`src/rtl/br_pkg.sv`:
```
// Shared definitions for the branch resolve unit: funct3 branch codes and FSM state encoding.
package br_pkg;

  localparam logic [2:0] F3_BEQ  = 3'b000;
  localparam logic [2:0] F3_BNE  = 3'b001;
  localparam logic [2:0] F3_BLT  = 3'b100;
  localparam logic [2:0] F3_BGE  = 3'b101;
  localparam logic [2:0] F3_BLTU = 3'b110;
  localparam logic [2:0] F3_BGEU = 3'b111;

  typedef enum logic [1:0] {
    IDLE     = 2'd0,
    REDIRECT = 2'd1,
    FLUSH    = 2'd2
  } br_state_e;

endpackage

```
`src/rtl/br_cond_decode.sv`:
```
// Combinational branch-condition decode: comparator select, taken flag and illegal funct3 detect.
module br_cond_decode
  import br_pkg::*;
(
  input  logic [2:0] funct3,
  input  logic       is_branch,
  input  logic       BrEq,
  input  logic       BrLT,
  output logic       taken,
  output logic       BrUn,
  output logic       illegal
);

  assign BrUn = is_branch & funct3[1];

  always_comb begin
    taken   = 1'b0;
    illegal = 1'b0;
    case (funct3)
      F3_BEQ:  taken = BrEq;
      F3_BNE:  taken = !BrEq;
      F3_BLT:  taken = BrLT;
      F3_BGE:  taken = !BrLT;
      F3_BLTU: taken = BrLT;
      F3_BGEU: taken = !BrLT;
      default: illegal = 1'b1;
    endcase
  end

endmodule

```
`src/rtl/branch_resolve_unit.sv`:
```
// Execute-stage branch resolution with registered PC redirect and timed flush.
// Optional statistics counters are compiled in with BRANCH_STATS_EN.
module branch_resolve_unit
  import br_pkg::*;
#(
  parameter int XLEN         = 32,
  parameter int FLUSH_CYCLES = 2,
  parameter int CNT_W        = 32
) (
  input  logic            clk,
  input  logic            rst_n,
  input  logic            ex_valid,
  output logic            ex_ready,
  input  logic [XLEN-1:0] ex_pc,
  input  logic [2:0]      ex_funct3,
  input  logic            ex_is_branch,
  input  logic            ex_is_jal,
  input  logic            ex_is_jalr,
  input  logic [XLEN-1:0] ex_target,
  input  logic            ex_pred_taken,
  input  logic [XLEN-1:0] ex_pred_target,
  output logic            BrUn,
  input  logic            BrEq,
  input  logic            BrLT,
  output logic            redir_valid,
  input  logic            redir_ready,
  output logic [XLEN-1:0] redir_pc,
  output logic            flush_o,
  output logic            illegal_br
`ifdef BRANCH_STATS_EN
  ,
  input  logic             stat_clr,
  output logic [CNT_W-1:0] stat_branches,
  output logic [CNT_W-1:0] stat_taken,
  output logic [CNT_W-1:0] stat_mispred
`endif
);

  localparam logic [3:0] FLUSH_LOAD = (FLUSH_CYCLES > 0) ? 4'(FLUSH_CYCLES - 1) : 4'd0;

  br_state_e       state, state_next;
  logic [3:0]      flush_cnt;
  logic            cond_taken, cond_illegal;
  logic            sel_jalr, sel_jal, sel_br;
  logic            taken_p0, mispredict_p0, accept_p0;
  logic [XLEN-1:0] target_p0, actual_pc_p0;

  br_cond_decode u_cond (
    .funct3    (ex_funct3),
    .is_branch (ex_is_branch),
    .BrEq      (BrEq),
    .BrLT      (BrLT),
    .taken     (cond_taken),
    .BrUn      (BrUn),
    .illegal   (cond_illegal)
  );

  // Stage p0: resolve outcome against prediction (jalr > jal > branch)
  always_comb begin
    sel_jalr      = ex_is_jalr;
    sel_jal       = !ex_is_jalr & ex_is_jal;
    sel_br        = !ex_is_jalr & !ex_is_jal & ex_is_branch;
    taken_p0      = sel_jalr | sel_jal | (sel_br & cond_taken);
    target_p0     = sel_jalr ? {ex_target[XLEN-1:1], 1'b0} : ex_target;
    actual_pc_p0  = taken_p0 ? target_p0 : ex_pc + XLEN'(4);
    mispredict_p0 = (taken_p0 != ex_pred_taken) | (taken_p0 & (target_p0 != ex_pred_target));
    accept_p0     = ex_valid & ex_ready;
  end

  // Stage p1: redirect FSM and registered outputs
  always_ff @(posedge clk or negedge rst_n) begin
    if (!rst_n) state <= IDLE;
    else        state <= state_next;
  end

  always_comb begin
    state_next = state;
    case (state)
      IDLE:     if (accept_p0 && mispredict_p0) state_next = REDIRECT;
      REDIRECT: if (redir_ready) state_next = (FLUSH_CYCLES > 0) ? FLUSH : IDLE;
      FLUSH:    if (flush_cnt == 4'd0) state_next = IDLE;
      default:  state_next = IDLE;
    endcase
  end

  always_comb begin
    ex_ready    = (state == IDLE);
    redir_valid = (state == REDIRECT);
    flush_o     = (state == FLUSH);
  end

  always_ff @(posedge clk or negedge rst_n) begin
    if (!rst_n) begin
      redir_pc   <= '0;
      flush_cnt  <= 4'd0;
      illegal_br <= 1'b0;
    end else begin
      illegal_br <= accept_p0 & sel_br & cond_illegal;
      if (state == IDLE && accept_p0 && mispredict_p0)
        redir_pc <= actual_pc_p0;
      if (state == REDIRECT && redir_ready)
        flush_cnt <= FLUSH_LOAD;
      else if (state == FLUSH && flush_cnt != 4'd0)
        flush_cnt <= flush_cnt - 4'd1;
    end
  end

`ifdef BRANCH_STATS_EN
  function automatic logic [CNT_W-1:0] sat_inc(input logic [CNT_W-1:0] v);
    return (&v) ? v : v + CNT_W'(1);
  endfunction

  always_ff @(posedge clk or negedge rst_n) begin
    if (!rst_n) begin
      stat_branches <= '0;
      stat_taken    <= '0;
      stat_mispred  <= '0;
    end else if (stat_clr) begin
      stat_branches <= '0;
      stat_taken    <= '0;
      stat_mispred  <= '0;
    end else if (accept_p0) begin
      if (sel_br)        stat_branches <= sat_inc(stat_branches);
      if (taken_p0)      stat_taken    <= sat_inc(stat_taken);
      if (mispredict_p0) stat_mispred  <= sat_inc(stat_mispred);
    end
  end
`endif

endmodule
```
`config.mk`:
```
export PLATFORM = sky130hd
export DESIGN_NAME = branch_resolve_unit
export DESIGN_NICKNAME = d
export VERILOG_FILES = /design/src/rtl/br_pkg.sv /design/src/rtl/br_cond_decode.sv /design/src/rtl/branch_resolve_unit.sv
export SDC_FILE = /design/constraint.sdc
export NUM_CORES = 1
export LEC_CHECK = 0
export BUFFER_PORTS_ARGS = -buffer_cell sky130_fd_sc_hd__buf_4
export CAP_MARGIN = 20
export CORE_MARGIN = 2
export CORE_UTILIZATION = 42
export DETAILED_ROUTE_END_ITERATION = 10
export PLACE_DENSITY = 0.78
export REMOVE_ABC_BUFFERS = 1
export SYNTH_ARGS = -nofsm -noshare
export SYNTH_HDL_FRONTEND = slang
export SYNTH_SLANG_ARGS = --single-unit
```
`constraint.sdc`:
```
create_clock -name clk -period 1.6 [get_ports clk]
set_clock_uncertainty 0.2 [all_clocks]
set_input_delay 0.16 -clock clk [delete_from_list [all_inputs] [get_ports clk]]
set_output_delay 0.16 -clock clk [all_outputs]
set_load 0.05 [all_outputs]
```
==> impl.org, run 1 <==
** Run status
- Result of the run :: complete, but fails checks
- The checks that failed: setup timing.

** STA
- Setup slack of the critical path after layout :: -0.355 ns
- Final Hold Fails :: 0
- Setup repair after global routing could not meet its margin everywhere.
- Of the available clock period, the critical path in the final layout requires 122%.
- The number of pins with negative max-slew slack in the final report came to 0.
- Shortest period the worst path allows :: 1.96 ns
- For the pin with the worst max-slew slack, the measured transition is 0.503 ns.
- Max_slew headroom :: 66.5%
- Adding up every negative setup slack in the final design gives -10.96 ns.
- Setup violations remaining at the end of the flow were counted as 32.
- Worst Hold Slack :: 0.0191 ns
- Top achievable clock speed :: 511 MHz

** Min path
- The worst hold path was traced through 4 stages.
- The worst hold path terminates at redir_pc[5].
- The startpoint identified for the worst hold timing path is ex_target[5].
- The tightest min-delay check is of the in2reg type.

** Yosys
- Number of standard cells after synthesis :: 305
- During synthesis, Yosys emitted a total of 0 warnings.
- The netlist uses 33 different library cells.
- Post-Syn Area per Cell :: approximately 9.6 um^2
- Seq cells post-synth :: 39
- Of the synthesized area, sequential elements account for 33.3%.
- The synthesized netlist occupies a cell area of around 0.0029 mm^2.

** CTS
- Cell chosen for the clock root :: clkbuf_8
- Buffers from clock root to sink, at most :: 2
- The clock reaches the later pin of the worst-skew pair after ~0.31 ns.
- In this run, CTS created clock tree buffers numbering 5.
- Clk sinks :: 39
- The H-tree was split into 2 levels.
- TritonCTS clock tree :: built
- Clock-pin slew was measured on the worst setup and hold paths at ~0.08 ns.

** Final layout
- Syn-to-layout area delta :: 66.6%
- In the final design database the tool counted 630 nets.
- The repair_antennas step left the layout with diodes totalling 0.
- In the final layout, the share of cells above drive strength 1 is 51.9%.

** Setup path
- Arr. time, crit path :: a little under 2 ns
- Worst Setup SP :: ex_target[23]
- The startpoint identified for the worst register-to-register timing path is state[1].
- In this run the register-to-register setup slack is -0.34 ns.
- Critical path fanouts, max :: 7
- Worst setup path class :: in2reg
- WP data required :: 1.59 ns
- Kind of start point of the critical path :: primary input
- In this run the critical register-to-register path is captured at redir_pc[5].
- The worst setup path is captured at a register.
- Counting cells, the worst reg-to-reg path comes to 5.

** Placement
- RD Place Congestion :: 0.847
- The HPWL after detailed placement is 7520 um.
- Input/output buffers :: 145
- Placement Setup Slack :: -0.716 ns

** Route
- Drc violations :: 0
- Using the TritonRoute via totals, the vias-per-cell ratio works out to 4.99.
- Post-DRT Antenna Nets :: 0
- First-pass DRT Iterations :: 5
- After detailed routing, the average wire length per cell comes to 15.3 um.
- The detailed router placed 3074 vias in this run.
- Detailed Route Iter0 Violations :: ~120
- Routed WL :: 9450 um

** Run
- Across the run, the number of max-cap violations was 0.

** Global route
- Total congestion overflow :: 0
- The number of antenna violations at the first check in global routing is 0.
- The first global-routing pass estimated 14600 um of wire.
- Entering global routing, the biggest net connects 40 pins.
- Vias in the first global route :: 3162
- All-Layer GR Usage :: 24.7%

** Die
- The total area inside the core boundary comes to about 0.0068 mm^2.
- The die is 87.6 um tall.
- The die covers 0.00767 mm^2.
- From left edge to right edge, the die measures 87.6 um.
- Boundary pin count :: ~150
- Row generation in the floorplan step produced 30 rows.
- Initial core utilization :: roughly 43%

** Pwr
- Cell internal pwr :: 3.70 mW
- The analysis attributes to net switching a power of 3.33 mW.
- Fraction of power consumed by the clock network :: 9.7%
- Summed over all cells, the static leakage comes to 2.36 nW.
- Worst vdd ir :: about 0.93 mV
- Power Density :: 1440 mW/mm^2
- Switching part of the total :: 47.4%
- Total power of the final layout :: 7.03 mW
- Per report_power, the combinational group accounts for 64.3% of the total.
- Per report_power, the sequential group accounts for 26.0% of the total.
## stage by stage
stage                     std cells  cell area, um^2  utilization [%]
after floorplan                 295             2870                -
after global placement          600             4600             67.7
after detailed placement        600             4600             67.7
after CTS                       616             4860             71.5
after global routing            616             4890             72.0
final                           616             4890             72.0
## kinds of logic (layout without fill, tap and decap cells)
logic type / after synthesis / count (layout) / share of synthesized area, %
multiplexers: 32 / 32 / 16.1
AO/OA/AOI/OAI: 34 / 34 / 6.01
buffers and inverters: 13 / 228 / 2.56
flip-flops: 39 / 39 / 33.3
AND/OR/NAND/NOR: 120 / 120 / 21.8
adder cells (fa/ha/maj): 2 / 2 / 0.853
XOR/XNOR: 65 / 65 / 19.4
## power by group through the flow
stage          clock network (mW)  logic [mW]  registers [mW]
6_report                    0.683        4.52            1.83
5_1_grt                     0.736        4.70            1.87
4_1_cts                     0.689        4.48            1.82
3_5_place_dp                    0        4.35            1.81
3_3_place_gp                    0        4.26            1.80
2_1_floorplan                   0        1.38            3.20
## cell type report
class                           instances  area, um^2
Multi-Input combinational cell        253        1960
Fill cell                             504        1910
Timing Repair Buffer                  217        1740
Sequential cell                        39         976
Tap cell                               96         120
Clock buffer                            5        68.8
Clock inverter                          3        20.0
Inverter                                3        11.3
## sequential cells by signal (all words and copies together), names as in the netlist
signal,cells
redir_pc,32
flush_cnt,4
illegal_br,1
state,2
## cell usage after synthesis (all sizes together)
cell type  number  area [um^2]
a21oi          22          110
xor2           52          455
a32oi           1         8.76
nor2b           2         12.5
nor2           36          138
clkbuf          6         22.5
nor3b           1         7.51
buf             4         41.3
and4            2         17.5
nand4          11         75.1
or2             1         6.26
nand2          28          108
and3            7         43.8
nor4           11          118
o211ai          1         7.51
dfrtp          39          976
and2            3         21.3
ha              2         25.0
nand3          13         65.1
xnor2          13          114
inv             3         11.3
nor3            3         15.0
o21ai          10         50.1
nand2b          2         12.5
mux2           32          473
## how the worst max path moves through the flow
stage	slack, ns	end	cells after the start
floorplan	-1.85	redir_pc[5]	4
global placement	-0.70	redir_pc[30]	9
detailed placement	-0.72	redir_pc[12]	9
CTS	-0.35	redir_pc[26]	10
global route	-0.43	redir_pc[10]	10
finish	-0.36	redir_pc[28]	9
## worst max-delay path: stages
cell,delay [ns]
buf_4,0.12
xor2_2,0.19
nor4_4,0.34
nand4_1,0.14
nor4_2,0.27
buf_4,0.17
nor2_4,0.06
clkbuf_16,0.19
mux2_4,0.29
## placed cells by master, fill, tap and decap left out, drive strengths merged, types with 6 or more instances in the layout
master / synthesis / routed
a21oi: 22 / 22
and3: 7 / 7
buf: 4 / 209
clkbuf: 6 / 6
dfrtp: 39 / 39
dlygate4sd3: 0 / 7
mux2: 32 / 32
nand2: 28 / 28
nand3: 13 / 13
nand4: 11 / 11
nor2: 36 / 36
nor4: 11 / 11
o21ai: 10 / 10
xnor2: 13 / 13
xor2: 52 / 52
## what timing repair did
item	4_1_cts	5_1_grt
setup buffers	1	1
hold buffers	7	0
cloned	1	0
endpoints found under the hold margin	46	0
resized for setup	15	10
pin swaps	4	0
endpoints found under the setup margin	34	35
## per-layer routing
layer	global-route usage (%)	vias to the layer above	wire [um]
li1	-	1481	-
met1	29.0	1449	3760
met2	45.2	123	4860
met3	4.62	21	572
met4	8.11	0	252
met5	0	-	0
Note: power is estimated with default switching activity, not from simulation.
==> inputs of run 2 (changes only) <==
Settings changed: CORE_UTILIZATION 42 to 25, PLACE_DENSITY 0.78 to 0.52.
==> run 2 against run 1 <==
The flow still finishes with violations (setup timing). Cell area rose by 6.9%. Critical endpoint is now redir_pc[9]. Largest cell class unchanged. Sequential share of layout area fell by 1.3 points. Flip-flop and latch count did not move.
==> impl.org, run 2 (synthesized netlist as in run 1, its figures left out) <==
** Die
- Die width :: 112 um (+28%)
- The die outline height came to 112 um (+28%).
- Boundary pin count :: 146 (unchanged)
- The area inside the core boundary was 0.0114 mm^2 (+68%).
- The floorplan row count is 39 (+30%).
- Initial core utilization :: 25.7% (-17 points)
- Die Area :: 0.0126 mm^2 (+65%)

** Route
- Via Count :: 2982 (-3.0%)
- Drc violations :: 0 (unchanged)
- Routed WL :: 9890 um (+4.7%)
- The detail-routed net length per standard cell was 14.6 um (-4.8%).
- The residual antenna-violating net count after detailed routing came to 0 (unchanged).
- The number of detailed-route iterations in the first pass is 4 (-1).
- The number of design-rule violations left by the first detailed-router iteration is 130 (+5.7%).
- Via density :: 4.40 (-12%)

** CTS
- Clk sinks :: 39 (unchanged)
- Insertion delay to the later sink of the worst-skew pair :: 0.28 ns (-0.03 ns)
- The total clock buffers created by CTS came to 5 (unchanged).
- Number of H-tree branching levels :: 2 (unchanged)
- Buffers from clock root to sink, at most :: 2 (unchanged)
- The clock-pin slew on the worst setup and hold paths came to 0.06 ns (-0.02 ns).
- TritonCTS clock tree :: built
- The tree is rooted in a clkbuf_16.

** Placement
- Input/output buffers :: 145 (unchanged)
- RD Place Congestion :: 0.806 (-4.9%)
- The worst-case setup slack after placement is -0.887 ns (-0.171 ns).
- The detailed placement HPWL is 7960 um (+5.8%).

** STA
- Setup slack of the critical path after layout :: -0.360 ns (-0.00496 ns)
- Max_slew headroom :: 64.7% (-1.8 points)
- Final Setup Violations :: 32 (unchanged)
- Top achievable clock speed :: 510 MHz (-0.25%)
- Shortest period the worst path allows :: 1.96 ns (+0.00496 ns)
- The worst hold slack across all endpoints was 0.0334 ns (+0.0142 ns).
- The aggregate negative setup slack is -11.14 ns (-0.175 ns).
- The post-route clock period utilization is 123% (+0.31 points).
- Setup repair after global routing missed its margin :: true
- Max-slew violation total from the final report :: 0 (unchanged)
- The slew of the pin with the lowest slew margin is 0.530 ns (+0.0275 ns).
- The count of final hold-check violations came to 0 (unchanged).

** Final layout
- The register with the most flip-flops in the final layout is redir_pc.
- The share of cells above drive strength 1 came to 54.7% (+2.8 points).
- The number of antenna repair diodes came to 0 (unchanged).
- Post-layout net count :: 644 (+2.2%)
- Max FFs per register :: 32 (unchanged)
- The area growth from synthesis to layout is 78.1%.
- Commonest non-fill, non-tap cells in the layout :: buf_4, xor2_1, dfrtp_1
- Most common cell after layout, fill and taps aside :: buf_4
- Count of filler cells inserted in the layout :: 1121 (+120%)
- The largest registers in the layout are redir_pc (32), flush_cnt (4), state (2).

** Global route
- All-Layer GR Usage :: 15.6% (-9.1 points)
- The sum of overflow across all layers after global routing came to 0 (unchanged).
- The number of antenna violations at the first check in global routing came to 0 (unchanged).
- The number of global-route vias before repair was 3126 (-1.1%).
- Largest net degree at the start of global routing :: 40 (unchanged)
- The global-route wire length before repair is 15600 um (+6.6%).

** Setup path
- Kind of start point of the critical path :: primary input
- The signal arrival time at the worst endpoint came to 1.93 ns (about the same).
- The critical path is of the in2reg type.
- Critical path fanouts, max :: 9 (+2)
- The worst reg2reg path depth came to 6 (+1).
- WP data required :: 1.56 ns (-0.03 ns)
- Kind of end point of the critical path :: register

** Run status
- The final reports fail on setup timing.
- The run finished, with violations left.

** Min path
- The number of cells on the worst hold path was 4 (unchanged).
- Hold Crit Class :: in2reg

** Run
- Max-cap viol count :: 0 (unchanged)

** Pwr
- The power density relative to cell area is 1450 mW/mm^2 (+0.93%).
- The static power due to leakage is 2.49 nW (+5.5%).
- Worst vdd ir :: 0.988 mV (+5.8%)
## run 2: cell types whose count changed in the layout (fill, tap and decap cells not counted), sizes merged
cell and change:
buf +17, clkinvlp -2, dlygate4sd3 -2, bufinv +1
## run 2: report_power, final
group	switching (mW)	internal (mW)
combinational	2.61	1.97
clock	0.407	0.776
sequential	0.350	1.48
total	3.36	4.22
## run 2: path summary, 6_finish.rpt
kind                               startpoint            to  slack (ns)
max                        ex_pred_target[19]   redir_pc[9]       -0.36
min                              ex_target[1]   redir_pc[1]        0.03
max reg2reg                          state[0]   redir_pc[5]       -0.29
min reg2reg                       redir_pc[5]   redir_pc[5]        0.31
max in group asynchronous               rst_n  redir_pc[12]        0.64
min in group asynchronous               rst_n  flush_cnt[3]        0.20
## run 2: cell type report
class	instances	area [um^2]	area share, %
tap	143	179	3.42
multi-input combinational	253	2030	38.9
timing repair buffer	231	1850	35.5
clock buffer	6	139	2.66
clock inverter	2	35.0	0.670
inverter	3	11.3	0.216
sequential	39	976	18.7
## run 2: timing repair
item	4_1_cts	5_1_grt
pin swaps	0	10
setup endpoints to repair	35	36
gates resized for setup	13	25
hold buffers	5	0
buffers inserted	1	0
gates cloned	0	0
endpoints found under the hold margin	44	0
## run 2: critical path: stages
cell and delay, ns:
buf_6 0.10, xor2_2 0.18, nor4_2 0.27, buf_4 0.15
nand4_1 0.11, nor4_2 0.28, buf_4 0.16, nor2_4 0.07
buf_12 0.15, mux2_4 0.29
## run 2: layer usage
metal	GRT usage, %	wire, um	up-vias	part of all wire, %
met1	19.8	4260	1368	43
met2	27.5	4960	97	50
met5	0	0	-	0
met3	3.24	568	9	5.7
li1	-	-	1508	-
met4	3.17	95	0	0.96
## run 2: stage by stage
stage                     power [mW]  std cells  util [%]  cell area (um^2)
after global routing            7.96        677      45.8              5230
after CTS                       7.54        677      44.6              5090
after global placement          6.22        663      42.0              4790
after detailed placement        6.26        663      42.0              4790
after floorplan                 4.58        295         -              2870
final                           7.58        677      45.8              5230
